--- config.mk ---
export PLATFORM = sky130hd
export DESIGN_NAME = f2w_hbm_wr_sched_flat
export DESIGN_NICKNAME = d
export VERILOG_FILES = /design/src/rtl/f2w_hbm_wr_sched_if.sv /design/src/rtl/f2w_hbm_wr_sched.sv /design/src/flat_wrapper.sv
export SDC_FILE = /design/constraint.sdc
export NUM_CORES = 1
export LEC_CHECK = 0
export ABC_AREA = 1
export ABC_CLOCK_PERIOD_IN_PS = 5000
export CAP_MARGIN = 20
export CORE_MARGIN = 10
export CORE_UTILIZATION = 40
export DETAILED_ROUTE_END_ITERATION = 16
export PLACE_DENSITY_LB_ADDON = 0.2
export SLEW_MARGIN = 20
export SYNTH_ARGS = -nofsm -noshare
export SYNTH_HDL_FRONTEND = slang
export SYNTH_SLANG_ARGS = --single-unit
--- constraint.sdc ---
create_clock -name clk -period 5 [get_ports clk]
set_input_delay 1.25 -clock clk [delete_from_list [all_inputs] [get_ports clk]]
set_output_delay 1.25 -clock clk [all_outputs]
set_load 0.01 [all_outputs]
--- src/rtl/f2w_hbm_wr_sched_if.sv ---
// Command/response bundle between the F2W HBM write scheduler and the
// broadcast HBM write-address channels. The master drives commands and
// consumes merged write responses.
interface f2w_hbm_wr_sched_if #(
  parameter int ADDR_W = 32
);
  logic              cmd_valid;
  logic              cmd_ready;
  logic [ADDR_W-1:0] cmd_addr;
  logic [7:0]        cmd_len;
  logic              cmd_is_scale;
  logic              cmd_last;
  logic              bresp_valid;
  logic              bresp_err;

  modport master (
    output cmd_valid, cmd_addr, cmd_len, cmd_is_scale, cmd_last,
    input  cmd_ready, bresp_valid, bresp_err
  );

  modport slave (
    input  cmd_valid, cmd_addr, cmd_len, cmd_is_scale, cmd_last,
    output cmd_ready, bresp_valid, bresp_err
  );
endinterface

--- src/rtl/f2w_hbm_wr_sched.sv ---
// Write-command scheduler for one converted weight matrix on the
// Feature2Weight -> HBM path. Per output row it emits the contiguous
// sequence [WT grp0 | scale0 | WT grp1 | scale1 | ... | last WT | last scale],
// splitting weight bursts at MAX_BURST beats and at 4 KB boundaries, limits
// outstanding commands to OUTST and reports completion once every command
// has been answered.
module f2w_hbm_wr_sched #(
  parameter int ADDR_W     = 32,
  parameter int CH_W       = 16,
  parameter int BEAT_BYTES = 32,
  parameter int GROUP_CH   = 2048,
  parameter int MAX_BURST  = 16,
  parameter int OUTST      = 8
) (
  input  logic                     clk,
  input  logic                     rst_n,
  input  logic                     start,
  input  logic [ADDR_W-1:0]        cfg_base,
  input  logic [CH_W-1:0]          cfg_chin,
  input  logic [CH_W-1:0]          cfg_rows,
  f2w_hbm_wr_sched_if.master       cmd_if,
  output logic                     busy,
  output logic                     done,
  output logic                     err
);

  // INT4 weights: two channels per byte, so one beat carries BEAT_BYTES*2 channels.
  localparam int CH_PER_BEAT  = BEAT_BYTES * 2;
  localparam int GRP_BEATS_I  = GROUP_CH / CH_PER_BEAT;
  localparam int RBW          = $clog2(GRP_BEATS_I + 1);
  localparam int OW           = $clog2(OUTST + 1);
  localparam int OFF_LSB      = $clog2(BEAT_BYTES);
  localparam int PAGE_BEATS_I = 4096 / BEAT_BYTES;
  localparam int CHP          = CH_W + 1;

  localparam logic [RBW-1:0]    GRP_BEATS  = RBW'(GRP_BEATS_I);
  localparam logic [7:0]        PAGE_BEATS = 8'(PAGE_BEATS_I);
  localparam logic [7:0]        MAX_B      = 8'(MAX_BURST);
  localparam logic [OW-1:0]     OUTST_C    = OW'(OUTST);
  localparam logic [OW-1:0]     OW_ONE     = OW'(1);
  localparam logic [CH_W-1:0]   CH_ONE     = CH_W'(1);
  localparam logic [ADDR_W-1:0] BEAT_ADDR  = ADDR_W'(BEAT_BYTES);

  typedef enum logic [2:0] {
    S_IDLE  = 3'd0,
    S_SETUP = 3'd1,
    S_WT    = 3'd2,
    S_SC    = 3'd3,
    S_DRAIN = 3'd4,
    S_DONE  = 3'd5
  } state_t;

  state_t              state_r;
  logic [ADDR_W-1:0]   addr_acc_r;
  logic [CH_W-1:0]     rows_r;
  logic [CH_W-1:0]     groups_r;
  logic [RBW-1:0]      last_beats_r;
  logic [RBW-1:0]      rb_r;
  logic [CH_W-1:0]     grp_r;
  logic [CH_W-1:0]     row_r;
  logic [OW-1:0]       outst_r;
  logic                cmd_valid_r;
  logic [ADDR_W-1:0]   cmd_addr_r;
  logic [7:0]          cmd_len_r;
  logic                cmd_is_scale_r;
  logic                cmd_last_r;
  logic                busy_r;
  logic                done_r;
  logic                err_r;

  logic [CHP-1:0]      chin_pad_s;
  logic [CH_W-1:0]     cfg_groups_s;
  logic [CH_W-1:0]     cfg_rem_s;
  logic [RBW-1:0]      cfg_last_s;
  logic [7:0]          page_left_s;
  logic [7:0]          rb8_s;
  logic [7:0]          cap_s;
  logic [7:0]          burst_s;
  logic                last_grp_s;
  logic                last_row_s;
  logic                next_grp_last_s;
  logic                acc_s;
  logic                resp_ok_s;
  logic [OW-1:0]       outst_nxt_s;
  logic                slot_s;

  // Decode group count and beats of the final (possibly partial) group from the raw config.
  always_comb begin
    chin_pad_s   = {1'b0, cfg_chin} + CHP'(GROUP_CH - 1);
    cfg_groups_s = CH_W'(chin_pad_s / CHP'(GROUP_CH));
    cfg_rem_s    = cfg_chin % CH_W'(GROUP_CH);
    if (cfg_rem_s == {CH_W{1'b0}}) begin
      cfg_last_s = GRP_BEATS;
    end else begin
      cfg_last_s = RBW'(cfg_rem_s / CH_W'(CH_PER_BEAT));
    end
  end

  // Size of the next weight burst and the group/row position flags.
  always_comb begin
    page_left_s     = PAGE_BEATS - 8'(addr_acc_r[11:OFF_LSB]);
    rb8_s           = 8'(rb_r);
    cap_s           = (rb8_s < MAX_B) ? rb8_s : MAX_B;
    burst_s         = (cap_s < page_left_s) ? cap_s : page_left_s;
    last_grp_s      = (grp_r == (groups_r - CH_ONE));
    last_row_s      = (row_r == (rows_r - CH_ONE));
    next_grp_last_s = ((grp_r + CH_ONE) == (groups_r - CH_ONE));
  end

  // Outstanding bookkeeping and whether a new command may be presented this edge.
  always_comb begin
    acc_s     = cmd_valid_r & cmd_if.cmd_ready;
    resp_ok_s = cmd_if.bresp_valid & (outst_r != {OW{1'b0}});
    case ({acc_s, resp_ok_s})
      2'b10:   outst_nxt_s = outst_r + OW_ONE;
      2'b01:   outst_nxt_s = outst_r - OW_ONE;
      default: outst_nxt_s = outst_r;
    endcase
    slot_s = (!cmd_valid_r || cmd_if.cmd_ready) && (outst_nxt_s < OUTST_C);
  end

  // Job sequencer: generates commands into the registered output slot and tracks completion.
  always_ff @(posedge clk or negedge rst_n) begin
    if (!rst_n) begin
      state_r        <= S_IDLE;
      addr_acc_r     <= {ADDR_W{1'b0}};
      rows_r         <= {CH_W{1'b0}};
      groups_r       <= {CH_W{1'b0}};
      last_beats_r   <= {RBW{1'b0}};
      rb_r           <= {RBW{1'b0}};
      grp_r          <= {CH_W{1'b0}};
      row_r          <= {CH_W{1'b0}};
      outst_r        <= {OW{1'b0}};
      cmd_valid_r    <= 1'b0;
      cmd_addr_r     <= {ADDR_W{1'b0}};
      cmd_len_r      <= 8'd0;
      cmd_is_scale_r <= 1'b0;
      cmd_last_r     <= 1'b0;
      busy_r         <= 1'b0;
      done_r         <= 1'b0;
      err_r          <= 1'b0;
    end else begin
      outst_r <= outst_nxt_s;
      done_r  <= 1'b0;
      if (acc_s) begin
        cmd_valid_r <= 1'b0;
      end
      case (state_r)
        S_IDLE: begin
          if (start) begin
            addr_acc_r   <= cfg_base;
            rows_r       <= cfg_rows;
            groups_r     <= cfg_groups_s;
            last_beats_r <= cfg_last_s;
            rb_r         <= (cfg_groups_s == CH_ONE) ? cfg_last_s : GRP_BEATS;
            grp_r        <= {CH_W{1'b0}};
            row_r        <= {CH_W{1'b0}};
            err_r        <= 1'b0;
            busy_r       <= 1'b1;
            state_r      <= S_SETUP;
          end
        end
        S_SETUP, S_WT: begin
          if (slot_s) begin
            cmd_valid_r    <= 1'b1;
            cmd_addr_r     <= addr_acc_r;
            cmd_len_r      <= burst_s - 8'd1;
            cmd_is_scale_r <= 1'b0;
            cmd_last_r     <= 1'b0;
            addr_acc_r     <= addr_acc_r + (ADDR_W'(burst_s) << OFF_LSB);
            rb_r           <= rb_r - RBW'(burst_s);
            state_r        <= (rb_r == RBW'(burst_s)) ? S_SC : S_WT;
          end
        end
        S_SC: begin
          if (slot_s) begin
            cmd_valid_r    <= 1'b1;
            cmd_addr_r     <= addr_acc_r;
            cmd_len_r      <= 8'd0;
            cmd_is_scale_r <= 1'b1;
            cmd_last_r     <= last_grp_s && last_row_s;
            addr_acc_r     <= addr_acc_r + BEAT_ADDR;
            if (!last_grp_s) begin
              grp_r   <= grp_r + CH_ONE;
              rb_r    <= next_grp_last_s ? last_beats_r : GRP_BEATS;
              state_r <= S_WT;
            end else if (!last_row_s) begin
              row_r   <= row_r + CH_ONE;
              grp_r   <= {CH_W{1'b0}};
              rb_r    <= (groups_r == CH_ONE) ? last_beats_r : GRP_BEATS;
              state_r <= S_WT;
            end else begin
              state_r <= S_DRAIN;
            end
          end
        end
        S_DRAIN: begin
          if ((!cmd_valid_r || acc_s) && (outst_nxt_s == {OW{1'b0}})) begin
            done_r  <= 1'b1;
            busy_r  <= 1'b0;
            state_r <= S_DONE;
          end
        end
        S_DONE: begin
          state_r <= S_IDLE;
        end
        default: begin
          state_r <= S_IDLE;
        end
      endcase
      // Error responses and responses with nothing outstanding are sticky errors.
      if (cmd_if.bresp_valid && (cmd_if.bresp_err || (outst_r == {OW{1'b0}}))) begin
        err_r <= 1'b1;
      end
    end
  end

  assign cmd_if.cmd_valid    = cmd_valid_r;
  assign cmd_if.cmd_addr     = cmd_addr_r;
  assign cmd_if.cmd_len      = cmd_len_r;
  assign cmd_if.cmd_is_scale = cmd_is_scale_r;
  assign cmd_if.cmd_last     = cmd_last_r;
  assign busy                = busy_r;
  assign done                = done_r;
  assign err                 = err_r;

endmodule

--- src/flat_wrapper.sv ---
// flat-port wrapper written by rule: the top's interface ports become plain ports
module f2w_hbm_wr_sched_flat 
#(
  parameter int ADDR_W     = 32,
  parameter int CH_W       = 16,
  parameter int BEAT_BYTES = 32,
  parameter int GROUP_CH   = 2048,
  parameter int MAX_BURST  = 16,
  parameter int OUTST      = 8
)
  (clk, rst_n, start, cfg_base, cfg_chin, cfg_rows, busy, done, err, cmd_if_cmd_valid, cmd_if_cmd_addr, cmd_if_cmd_len, cmd_if_cmd_is_scale, cmd_if_cmd_last, cmd_if_cmd_ready, cmd_if_bresp_valid, cmd_if_bresp_err);
  f2w_hbm_wr_sched_if #(.ADDR_W(ADDR_W)) cmd_if_i ();
  input  logic clk;
  input  logic rst_n;
  input  logic start;
  input  logic [ADDR_W-1:0] cfg_base;
  input  logic [CH_W-1:0] cfg_chin;
  input  logic [CH_W-1:0] cfg_rows;
  output logic busy;
  output logic done;
  output logic err;
  output wire logic [$bits(cmd_if_i.cmd_valid)-1:0] cmd_if_cmd_valid;
  output wire logic [$bits(cmd_if_i.cmd_addr)-1:0] cmd_if_cmd_addr;
  output wire logic [$bits(cmd_if_i.cmd_len)-1:0] cmd_if_cmd_len;
  output wire logic [$bits(cmd_if_i.cmd_is_scale)-1:0] cmd_if_cmd_is_scale;
  output wire logic [$bits(cmd_if_i.cmd_last)-1:0] cmd_if_cmd_last;
  input wire logic [$bits(cmd_if_i.cmd_ready)-1:0] cmd_if_cmd_ready;
  input wire logic [$bits(cmd_if_i.bresp_valid)-1:0] cmd_if_bresp_valid;
  input wire logic [$bits(cmd_if_i.bresp_err)-1:0] cmd_if_bresp_err;
  assign cmd_if_cmd_valid = cmd_if_i.cmd_valid;
  assign cmd_if_cmd_addr = cmd_if_i.cmd_addr;
  assign cmd_if_cmd_len = cmd_if_i.cmd_len;
  assign cmd_if_cmd_is_scale = cmd_if_i.cmd_is_scale;
  assign cmd_if_cmd_last = cmd_if_i.cmd_last;
  assign cmd_if_i.cmd_ready = cmd_if_cmd_ready;
  assign cmd_if_i.bresp_valid = cmd_if_bresp_valid;
  assign cmd_if_i.bresp_err = cmd_if_bresp_err;
  f2w_hbm_wr_sched #(.ADDR_W(ADDR_W), .CH_W(CH_W), .BEAT_BYTES(BEAT_BYTES), .GROUP_CH(GROUP_CH), .MAX_BURST(MAX_BURST), .OUTST(OUTST)) u_core (.clk(clk), .rst_n(rst_n), .start(start), .cfg_base(cfg_base), .cfg_chin(cfg_chin), .cfg_rows(cfg_rows), .cmd_if(cmd_if_i), .busy(busy), .done(done), .err(err));
endmodule
Word level (Yosys, flattened, before mapping)
Cells that the tools add are included.

Output and inout port bits: 46. Input bits: 70. Flip-flop bits (word level): 151.

Equality and inequality tests: 19. $add $sub $neg: 12. Reductions and logical operators: 31. $lt $le $gt $ge: 3. Multiplexer cells: 53. Bitwise operators: 2.

Operators with widths (number): $mux 16 (7); $mux 32 (3); $pmux 32 s3 (1); $pmux 16 s2 (2); $mux 6 (10); $eq 16x16->1 (3); $add 16x1->16 const B (2); $add 32x13->32 (1); $add 32x6->32 const B (1); $mux 8 (3); $mux 3 (6); $pmux 6 s3 (1); $add 16x11->17 const B (1); $logic_not 16->1 (1); $pmux 8 s2 (1); $sub 16x1->16 const B (1); $mux 1 (14); $eq 6x1->1 const B (2); $pmux 3 s4 (1); $reduce_and 4->1 (3); $reduce_and 5->1 (2); $reduce_bool 2->1 (5); $logic_not 4->1 (2); $lt 8x8->1 (1); 30 further kinds (46).

Logic depth before layout (Yosys ltp)
Gate-level depths: netlist of run 1.

Depth in word-level cells: 8. Gate-level depth with buffers: 28.

Worst setup path before layout of run 1
OpenSTA, ideal clock, no wires.

Kind: reg-to-reg. Start point: register u_core.addr_acc_r[5]. End point: register u_core.addr_acc_r[23]. Cell stages (with the launch flop): 27. Data required time: 4871 ps. Path slack: 1218 ps. Data arrival time: 3653 ps. Setup time: 129 ps. Path through: dfrtp_1 > inv_1 > ha_1 > nand3_1 > xor2_1 > ha_1 > nand3_1 > inv_1 > nand2_1 > nand2_2 > nand2_2 > nand2_1 > nand2_1 > nand2_1 > ha_1 > inv_1 > fa_1 > nand3b_1 > nor2_1 > nor2_1 > o21ai_0 > nand2_1 > inv_1 > nand3_1 > xor2_1 > nor2_1 > o22ai_1.

Longest elaborated chain between the ends: 6.

RTL lines: start, declared (RTL line f2w_hbm_wr_sched.sv:54) `logic [ADDR_W-1:0] addr_acc_r;`; start signal, assigned (RTL line f2w_hbm_wr_sched.sv:126) `addr_acc_r <= {ADDR_W{1'b0}};`; start signal, assigned (RTL line f2w_hbm_wr_sched.sv:151) `addr_acc_r <= cfg_base;`; start signal, assigned (RTL line f2w_hbm_wr_sched.sv:170) `addr_acc_r <= addr_acc_r + (ADDR_W'(burst_s) << OFF_LSB);`; $sub 8x7->8 (RTL line f2w_hbm_wr_sched.sv:101) `page_left_s = PAGE_BEATS - 8'(addr_acc_r[11:OFF_LSB]);`; $lt 8x8->1 (RTL line f2w_hbm_wr_sched.sv:104) `burst_s = (cap_s < page_left_s) ? cap_s : page_left_s;`; $mux 8 (RTL line f2w_hbm_wr_sched.sv:104); $add 32x13->32 (RTL line f2w_hbm_wr_sched.sv:170); $mux 32 (RTL line f2w_hbm_wr_sched.sv:164) `if (slot_s) begin`; $pmux 32 s3 * (RTL line f2w_hbm_wr_sched.sv:148) `case (state_r)`.

Mark *: on every way between the ends. The rest lies on a longest branch, timed or not. The select of a mux whose other input is x is not followed. A chain may end at the register's enable or synchronous reset.

Worst setup path in the final report of run 1
Start point: register u_core.addr_acc_r[5]. End point: register u_core.addr_acc_r[27].

Same word-level chain as after synthesis.

==> results of run 1 <==
## cells in the final DEF (no fill, tap or decap), types with 3 or more instances in the layout
cell	count
sky130_fd_sc_hd__nand2_1	411
sky130_fd_sc_hd__inv_1	156
sky130_fd_sc_hd__dfrtp_1	151
sky130_fd_sc_hd__nor2_1	131
sky130_fd_sc_hd__nand3_1	120
sky130_fd_sc_hd__clkdlybuf4s50_1	114
sky130_fd_sc_hd__o21ai_0	108
sky130_fd_sc_hd__xor2_1	38
sky130_fd_sc_hd__ha_1	25
sky130_fd_sc_hd__a21oi_1	24
sky130_fd_sc_hd__nand4_1	24
sky130_fd_sc_hd__nor3_1	18
sky130_fd_sc_hd__clkbuf_16	17
sky130_fd_sc_hd__nand2_2	15
sky130_fd_sc_hd__nor2_2	12
sky130_fd_sc_hd__o211ai_1	12
sky130_fd_sc_hd__o21ai_2	11
sky130_fd_sc_hd__inv_2	10
sky130_fd_sc_hd__xnor2_1	10
sky130_fd_sc_hd__a31oi_1	10
sky130_fd_sc_hd__nor4_1	9
sky130_fd_sc_hd__o22ai_1	8
sky130_fd_sc_hd__o22ai_2	8
sky130_fd_sc_hd__buf_4	7
sky130_fd_sc_hd__o21ai_1	6
sky130_fd_sc_hd__nand3_2	6
sky130_fd_sc_hd__nor2_4	5
sky130_fd_sc_hd__nand3b_1	5
sky130_fd_sc_hd__inv_6	5
sky130_fd_sc_hd__a22oi_1	4
sky130_fd_sc_hd__or2_2	3
sky130_fd_sc_hd__fa_1	3
sky130_fd_sc_hd__conb_1	3
sky130_fd_sc_hd__clkinvlp_4	3
## final cells by class
cell class,instances,share of cell area
sequential,151,0.315
timing repair buffer,123,0.102
clock inverter,13,0.0114
multi-input combinational,1045,0.448
tap,324,0.0338
inverter,167,0.0523
clock buffer,19,0.0370
## synthesized netlist by cell type, types with 3 or more instances
cell and number:
sky130_fd_sc_hd__a22oi_1 4, sky130_fd_sc_hd__nor2_1 132, sky130_fd_sc_hd__or2_2 3, sky130_fd_sc_hd__nor2_4 4
sky130_fd_sc_hd__xor2_1 38, sky130_fd_sc_hd__o22ai_1 8, sky130_fd_sc_hd__nand2_1 412, sky130_fd_sc_hd__o21ai_0 108
sky130_fd_sc_hd__o21ai_1 6, sky130_fd_sc_hd__nand3_2 6, sky130_fd_sc_hd__ha_1 25, sky130_fd_sc_hd__nand3b_1 5
sky130_fd_sc_hd__o211ai_1 12, sky130_fd_sc_hd__nor4_1 9, sky130_fd_sc_hd__nand4_1 24, sky130_fd_sc_hd__a31oi_1 10
sky130_fd_sc_hd__inv_1 157, sky130_fd_sc_hd__clkbuf_1 19, sky130_fd_sc_hd__nor3_1 18, sky130_fd_sc_hd__buf_1 3
sky130_fd_sc_hd__o21ai_2 11, sky130_fd_sc_hd__buf_2 8, sky130_fd_sc_hd__fa_1 3, sky130_fd_sc_hd__nor2_2 12
sky130_fd_sc_hd__nand2_2 14, sky130_fd_sc_hd__nand3_1 120, sky130_fd_sc_hd__o22ai_2 8, sky130_fd_sc_hd__inv_2 9
sky130_fd_sc_hd__xnor2_1 10, sky130_fd_sc_hd__a21oi_1 24, sky130_fd_sc_hd__dfrtp_1 151
## layer usage
layer | global-route usage | vias up | wire, microns
li1 | - | 4758 | -
met1 | 0.237 | 4347 | 13300
met2 | 0.301 | 203 | 13200
met3 | 0.0365 | 36 | 1350
met4 | 0.0483 | 0 | 413
met5 | 0 | - | 0
## worst reg2reg max path, stage by stage (launching register included)
cell	delay (ps)
sky130_fd_sc_hd__dfrtp_1	420
sky130_fd_sc_hd__inv_1	180
sky130_fd_sc_hd__ha_1	220
sky130_fd_sc_hd__nand3_1	120
sky130_fd_sc_hd__xor2_1	180
sky130_fd_sc_hd__ha_1	280
sky130_fd_sc_hd__nand3_1	70
sky130_fd_sc_hd__inv_1	50
sky130_fd_sc_hd__nand2_1	60
sky130_fd_sc_hd__nand2_2	150
sky130_fd_sc_hd__nand2_2	110
sky130_fd_sc_hd__nand2_1	80
sky130_fd_sc_hd__nand2_1	140
sky130_fd_sc_hd__nor2_1	200
sky130_fd_sc_hd__inv_1	90
sky130_fd_sc_hd__fa_1	430
sky130_fd_sc_hd__nand3b_1	210
sky130_fd_sc_hd__nor2_1	140
sky130_fd_sc_hd__nor2_1	80
sky130_fd_sc_hd__o21ai_0	400
sky130_fd_sc_hd__nand2_1	170
sky130_fd_sc_hd__nor2_1	220
sky130_fd_sc_hd__nand4_1	110
sky130_fd_sc_hd__nand3_1	90
sky130_fd_sc_hd__o211ai_1	80
sky130_fd_sc_hd__o21ai_0	100
## registers in the layout, summed over array words and instances, names as in the netlist, 3 cells and up
| name | flops |
|---|---|
| u_core.grp_r | 16 |
| u_core.cmd_if.cmd_addr | 32 |
| u_core.groups_r | 6 |
| u_core.rows_r | 16 |
| u_core.addr_acc_r | 32 |
| u_core.outst_r | 4 |
| u_core.state_r | 3 |
| u_core.last_beats_r | 6 |
| u_core.row_r | 16 |
| u_core.cmd_if.cmd_len | 8 |
| u_core.rb_r | 6 |
## cell families (layout without fill, tap and decap cells)
kind of cell    count (synthesis)  count (layout)  share of synthesized area
simple gates                  766             766                      0.338
buf+inv                       201             322                     0.0803
xor+xnor                       49              49                     0.0446
flops                         151             151                      0.381
other cells                     1               3                   0.000378
fa+ha+maj                      28              28                     0.0376
compound gates                199             199                      0.119
## power by group through the flow
stage                     combinational (mW)  clock (mW)  sequential, mW
after floorplan                         3.24           0            2.10
after global placement                  4.50           0            2.12
after detailed placement                4.57           0            2.12
after CTS                               4.60        1.33            2.11
after global routing                    5.23        1.38            2.18
final                                   4.56        1.30            2.11
## stage by stage
stage / setup slack (ps) / util
after floorplan: 1220 / -
after global placement: 716 / 0.468
after detailed placement: 573 / 0.468
after CTS: 562 / 0.491
after global routing: 59.1 / 0.491
final: 527 / 0.491
## path summary, 6_finish.rpt
path | from | cells past startpoint | slack, ps | end
worst min-delay path | u_core.cmd_if.cmd_len[5]$_DFFE_PN0P_ | 2 | 490 | u_core.cmd_if.cmd_len[5]$_DFFE_PN0P_
worst max register to register | u_core.addr_acc_r[5]$_DFFE_PN0P_ | 25 | 530 | u_core.addr_acc_r[27]$_DFFE_PN0P_
min in group asynchronous | rst_n | 1 | 800 | u_core.groups_r[5]$_DFFE_PN0P_
max in group asynchronous | rst_n | 2 | 3300 | u_core.addr_acc_r[24]$_DFFE_PN0P_
worst max-delay path | u_core.addr_acc_r[5]$_DFFE_PN0P_ | 25 | 530 | u_core.addr_acc_r[27]$_DFFE_PN0P_
worst min register to register | u_core.cmd_if.cmd_len[5]$_DFFE_PN0P_ | 2 | 490 | u_core.cmd_if.cmd_len[5]$_DFFE_PN0P_
==> out/qor.txt, run 1 <==
status -> finished clean
Worst Hold Slack -> 486 ps
classification of the worst setup path -> reg2reg
number of violations reported at the end of detailed-routing iteration 0 -> 596
DRT Wirelength -> 28300 microns
worst clock skew on the final layout -> 11.7 ps
post-cts sizing count -> 0
routability cong. -> 0.913
net load switching power -> 3.84 mW
area of the multi-input gates -> 5370 sq um
GRT Residual Overflow -> 0
FF+latch area -> 3780 sq um
buffer and inverter count on the worst path -> 3
antenna violations before repair -> 0
most common flop cell mapped by yosys -> sky130_fd_sc_hd__dfrtp_1
number of failing setup endpoints in the final timing report -> 0
clock sink count -> 151
cell taking the most area after synthesis -> sky130_fd_sc_hd__dfrtp_1
register bit total from synthesis -> 151
First-pass DRT Iterations -> 5
number of setup buffers added after CTS -> 0
ANT cells -> 0
fin crit period -> 4470 ps
area share of the largest cell type after synthesis -> 0.381
final worst path period share -> 0.895
wire length of the first global-routing pass -> 46900 microns
Fill cells -> 2485
share of total power in combinational logic -> 0.572
final count of hold timing violations -> 0
EDFF count, synth -> 0
post-synthesis sequential area ratio -> 0.381
CP max stage cell -> sky130_fd_sc_hd__fa_1
NumNets Final -> 1603
Core Area -> 24400 sq um
Peak supply drop -> 0.377 mV
root buffer cell -> sky130_fd_sc_hd__clkbuf_16
clock tree buffer depth -> 2
port bufs -> 115
total of max-cap violations -> 0
kind of capture point of the worst setup path -> register
routed via count divided by cell count -> 5.07
warnings from Yosys -> 0
maximum fanout encountered on the critical timing path -> 9
count of hold-fix buffers inserted at cts -> 0
total die area -> 31500 sq um
clock latency on the worst-skew pair -> 440 ps
CP max stage delay -> 430 ps
cell class contributing the biggest share of worst-path delay -> simple AND/OR/NAND/NOR gates
clock tree from TritonCTS -> done
number of CTS-inserted buffers -> 17
worst endpoint required time -> 5360 ps
internal power -> 4.13 mW
type of origin of the critical path -> register
Async SR Flop Fraction -> 1.00
count of mapped cells out of synthesis -> 1395
average instance area after synthesis -> 7.12 sq um
total routing resource utilization after global routing -> 0.182
vias in the first global route -> 9288
Site Rows -> 57
type of the worst min-delay path -> reg2reg
cell area after placement -> 11400 sq um
Least-Margin Pin Slew -> 996 ps
maximum achievable frequency -> 224 MHz
area grow syn2layout -> 20.7%
post-DR wirelength/cell -> 15.4 microns
netlist area before placement -> 9930 sq um
number of routed nets with antenna violations -> 0
Vert. Die Dim -> 178 microns
Yosys cell types -> 48
clock share of power -> 0.163
deepest level of the CTS H-tree -> 4
RSZ-0062 raised after global routing -> no
final standard cell count with taps included and fillers excluded -> 1842
Leakage Power -> 5.67 nW
clock-pin transition on the worst setup and hold timing paths -> 70 ps
Switching Fraction -> 0.482
estimated wirelength of the detail-placed design -> 21200 microns
dominant cells by area after synthesis -> sky130_fd_sc_hd__dfrtp_1 38%, sky130_fd_sc_hd__nand2_1 16%, sky130_fd_sc_hd__nand3_1 6.0%
Vias -> 9344
number of instances in the placed design -> 1810
power share of the sequential group -> 0.265
I/O pin cnt -> 116
horizontal extent of the die -> 178 microns
Power Dens Cells -> 665 nW/um^2
summed negative setup slack over all endpoints -> 0 ps
worst slew margin relative to its limit -> 0.334
data arrival time of the critical path -> 4830 ps
share of layout cells above drive strength 1 -> 0.0751
starting density of the core -> 0.407
Overall Power -> 7.97 mW
remaining routing DRC violations -> 0
maximum number of pins on one net before global-route repair -> 85
Layout Cell Area excl Fill -> 12000 sq um
count of pins over their slew limit -> 0
Power figures use the tool's default switching activity.
==> run 2: changes to the inputs <==
Settings changed: CAP_MARGIN 20 to 30, RECOVER_POWER set to 100, REMOVE_ABC_BUFFERS set to 1.
==> run 2 against run 1 <==
Compared with the run above:
- the run now ends with capacitance limit, slew limit left
- sequential power is essentially flat
- cell area shrank 0.16%
- global-route usage shrank 0.56 points
==> out/qor.txt, run 2 (synthesis results as in run 1) <==
status -> finished with violations
violations in the final reports -> capacitance limit, slew limit
cell class contributing the biggest share of worst-path delay -> simple AND/OR/NAND/NOR gates
count of hold-fix buffers inserted at cts -> 0 (unchanged)
starting density of the core -> 0.407 (unchanged)
Leakage Power -> 5.75 nW (+1.4%)
port bufs -> 115 (unchanged)
worst r2r src -> u_core.addr_acc_r[5]$_DFFE_PN0P_
buffer and inverter count on the worst path -> 4 (+1)
ANT cells -> 0 (unchanged)
final standard cell count with taps included and fillers excluded -> 1844 (+0.11%)
NumNets Final -> 1605 (+0.12%)
Power Dens Cells -> 663 nW/um^2 (-0.25%)
DRT Wirelength -> 27300 microns (-3.5%)
routability cong. -> 0.917 (+0.42%)
count of pins over their slew limit -> 63 (+63)
wire length of the first global-routing pass -> 45900 microns (-2.2%)
deepest level of the CTS H-tree -> 4 (unchanged)
number of routed nets with antenna violations -> 0 (unchanged)
remaining routing DRC violations -> 0 (unchanged)
CP max stage cell -> sky130_fd_sc_hd__nand2_1
kind of capture point of the worst setup path -> register
routed via count divided by cell count -> 5.11 (+0.69%)
worst slew margin relative to its limit -> -1.34 (-1.68)
number of setup buffers added after CTS -> 0 (unchanged)
worst path cell trace -> dlygate4sd3_1, inv_1, nor2_1, ha_1, ha_1, nand2_1, inv_1, o21ai_0, nand2_1, nand2_1, nand2_1, nand2_1, nand3_1, nand2_1, inv_1, nor2_1, nand3_4, nand2_1, nand3_1, o21ai_2
post-DR wirelength/cell -> 14.8 microns (-3.6%)
fin crit period -> 4350 ps (-127 ps)
classification of the worst setup path -> in2reg
total routing resource utilization after global routing -> 0.176 (-0.00562)
worst clock skew on the final layout -> 19.3 ps (+7.60 ps)
First-pass DRT Iterations -> 5 (unchanged)
number of instances in the placed design -> 1812 (+0.11%)
Fill cells -> 2505 (+0.80%)
final worst-path setup slack -> 654 ps (+127 ps)
Core Area -> 24400 sq um (unchanged)
startpoint of the tightest hold check path -> u_core.cmd_if.cmd_len[5]$_DFFE_PN0P_
clock tree from TritonCTS -> done
vias in the first global route -> 9276 (-0.13%)
share of layout cells above drive strength 1 -> 0.0625 (-0.0126)
worst endpoint required time -> 5340 ps (-20 ps)
endpoint of the lowest-slack register-to-register path -> u_core.addr_acc_r[27]$_DFFE_PN0P_
clock latency on the worst-skew pair -> 440 ps (about the same)
horizontal extent of the die -> 178 microns (unchanged)
number of CTS-inserted buffers -> 17 (unchanged)
final worst path period share -> 0.869 (-0.0253)
Peak supply drop -> 0.397 mV (+5.5%)
CP max stage delay -> 720 ps (+290 ps)
Vias -> 9419 (+0.80%)
maximum fanout encountered on the critical timing path -> 24 (+15)
Post-Route Utilization -> 0.491 (-0.000770)
total die area -> 31500 sq um (unchanged)
number of failing setup endpoints in the final timing report -> 0 (unchanged)
Worst Reg2Reg Path Length in Cells -> 26 (+4.0%)
root buffer cell -> sky130_fd_sc_hd__clkbuf_16
slack of the worst reg-to-reg path -> 680 ps (+150 ps)
data arrival time of the critical path -> 4690 ps (-140 ps)
Site Rows -> 57 (unchanged)
most frequent cell on the critical path -> sky130_fd_sc_hd__nand2_1
number of violations reported at the end of detailed-routing iteration 0 -> 632 (+6.0%)
Overall Power -> 7.94 mW (-0.41%)
antenna violations before repair -> 0 (unchanged)
clock-pin transition on the worst setup and hold timing paths -> 70 ps (about the same)
type of the worst min-delay path -> reg2reg
Vert. Die Dim -> 178 microns (unchanged)
maximum achievable frequency -> 230 MHz (+2.9%)
GRT Residual Overflow -> 0 (unchanged)
type of origin of the critical path -> primary input
I/O pin cnt -> 116 (unchanged)
WHS Endpoint -> u_core.cmd_if.cmd_len[5]$_DFFE_PN0P_
summed negative setup slack over all endpoints -> 0 ps (unchanged)
maximum number of pins on one net before global-route repair -> 91 (+7.1%)
post-cts sizing count -> 0 (unchanged)
final count of hold timing violations -> 0 (unchanged)
most frequent cells in the layout -> 415 x sky130_fd_sc_hd__nand2_1, 158 x sky130_fd_sc_hd__inv_1, 151 x sky130_fd_sc_hd__dfrtp_1
Least-Margin Pin Slew -> 3510 ps (+2520 ps)
clock sink count -> 151 (unchanged)
clock tree buffer depth -> 2 (unchanged)
RSZ-0062 raised after global routing -> no
estimated wirelength of the detail-placed design -> 20400 microns (-3.6%)
most common cell after layout, fill and taps aside -> sky130_fd_sc_hd__nand2_1
area grow syn2layout -> 20.5%
hold path depth -> 2 (unchanged)
total of max-cap violations -> 1 (+1)
dpl ws -> 559 ps (-13.3 ps)
-- run 2: area by class of cell --
type | count | area (sq um) | share of cell area
inverter | 167 | 627 | 0.0524
sequential | 151 | 3780 | 0.316
clock inverter | 15 | 198 | 0.0165
tap | 324 | 405 | 0.0339
timing repair buffer | 125 | 1240 | 0.104
multi-input combinational | 1045 | 5290 | 0.442
clock buffer | 17 | 425 | 0.0355
-- run 2: worst max path at each step --
stage / from / end / slack (ps) / depth (start not counted)
floorplan: cmd_if_bresp_valid / u_core.addr_acc_r[13]$_DFFE_PN0P_ / -210 / 17
global route: u_core.addr_acc_r[5]$_DFFE_PN0P_ / u_core.addr_acc_r[27]$_DFFE_PN0P_ / 60 / 26
detailed placement: u_core.addr_acc_r[5]$_DFFE_PN0P_ / u_core.addr_acc_r[23]$_DFFE_PN0P_ / 560 / 26
global placement: u_core.addr_acc_r[5]$_DFFE_PN0P_ / u_core.addr_acc_r[23]$_DFFE_PN0P_ / 690 / 25
CTS: u_core.addr_acc_r[5]$_DFFE_PN0P_ / u_core.addr_acc_r[27]$_DFFE_PN0P_ / 550 / 26
finish: cmd_if_bresp_valid / u_core.row_r[1]$_DFFE_PN0P_ / 650 / 20
-- run 2: metrics by stage --
step | area [sq um] | hold slack (ps)
6_report | 12000 | 474
5_1_grt | 12000 | 502
4_1_cts | 12100 | 486
3_5_place_dp | 11500 | 469
3_3_place_gp | 11400 | 464
2_1_floorplan | 9770 | 449
-- run 2: power breakdown --
part / leakage [nW] / switching (mW) / internal [mW] / total, mW
combinational: 3.53 / 2.85 / 1.65 / 4.49
sequential: 1.91 / 0.374 / 1.72 / 2.09
clock: 0.305 / 0.627 / 0.728 / 1.36
-- run 2: worst register-to-register path, delay by kind of cell, from the launching register on --
family	cells	cell delay, ps
xor gates and xnor gates	1	180
adders and majority gates	4	1070
buffers and inverters	3	310
DFF	1	410
AOI/OAI and AO/OA	3	510
and+or+nand+nor	15	1790
-- run 2: routing by layer --
metal,part of all wire,global-route usage,up-vias
met4,0.013,0.0448,0
met1,0.47,0.232,4432
li1,-,-,4760
met3,0.052,0.0410,32
met2,0.46,0.286,195
met5,0,0,-
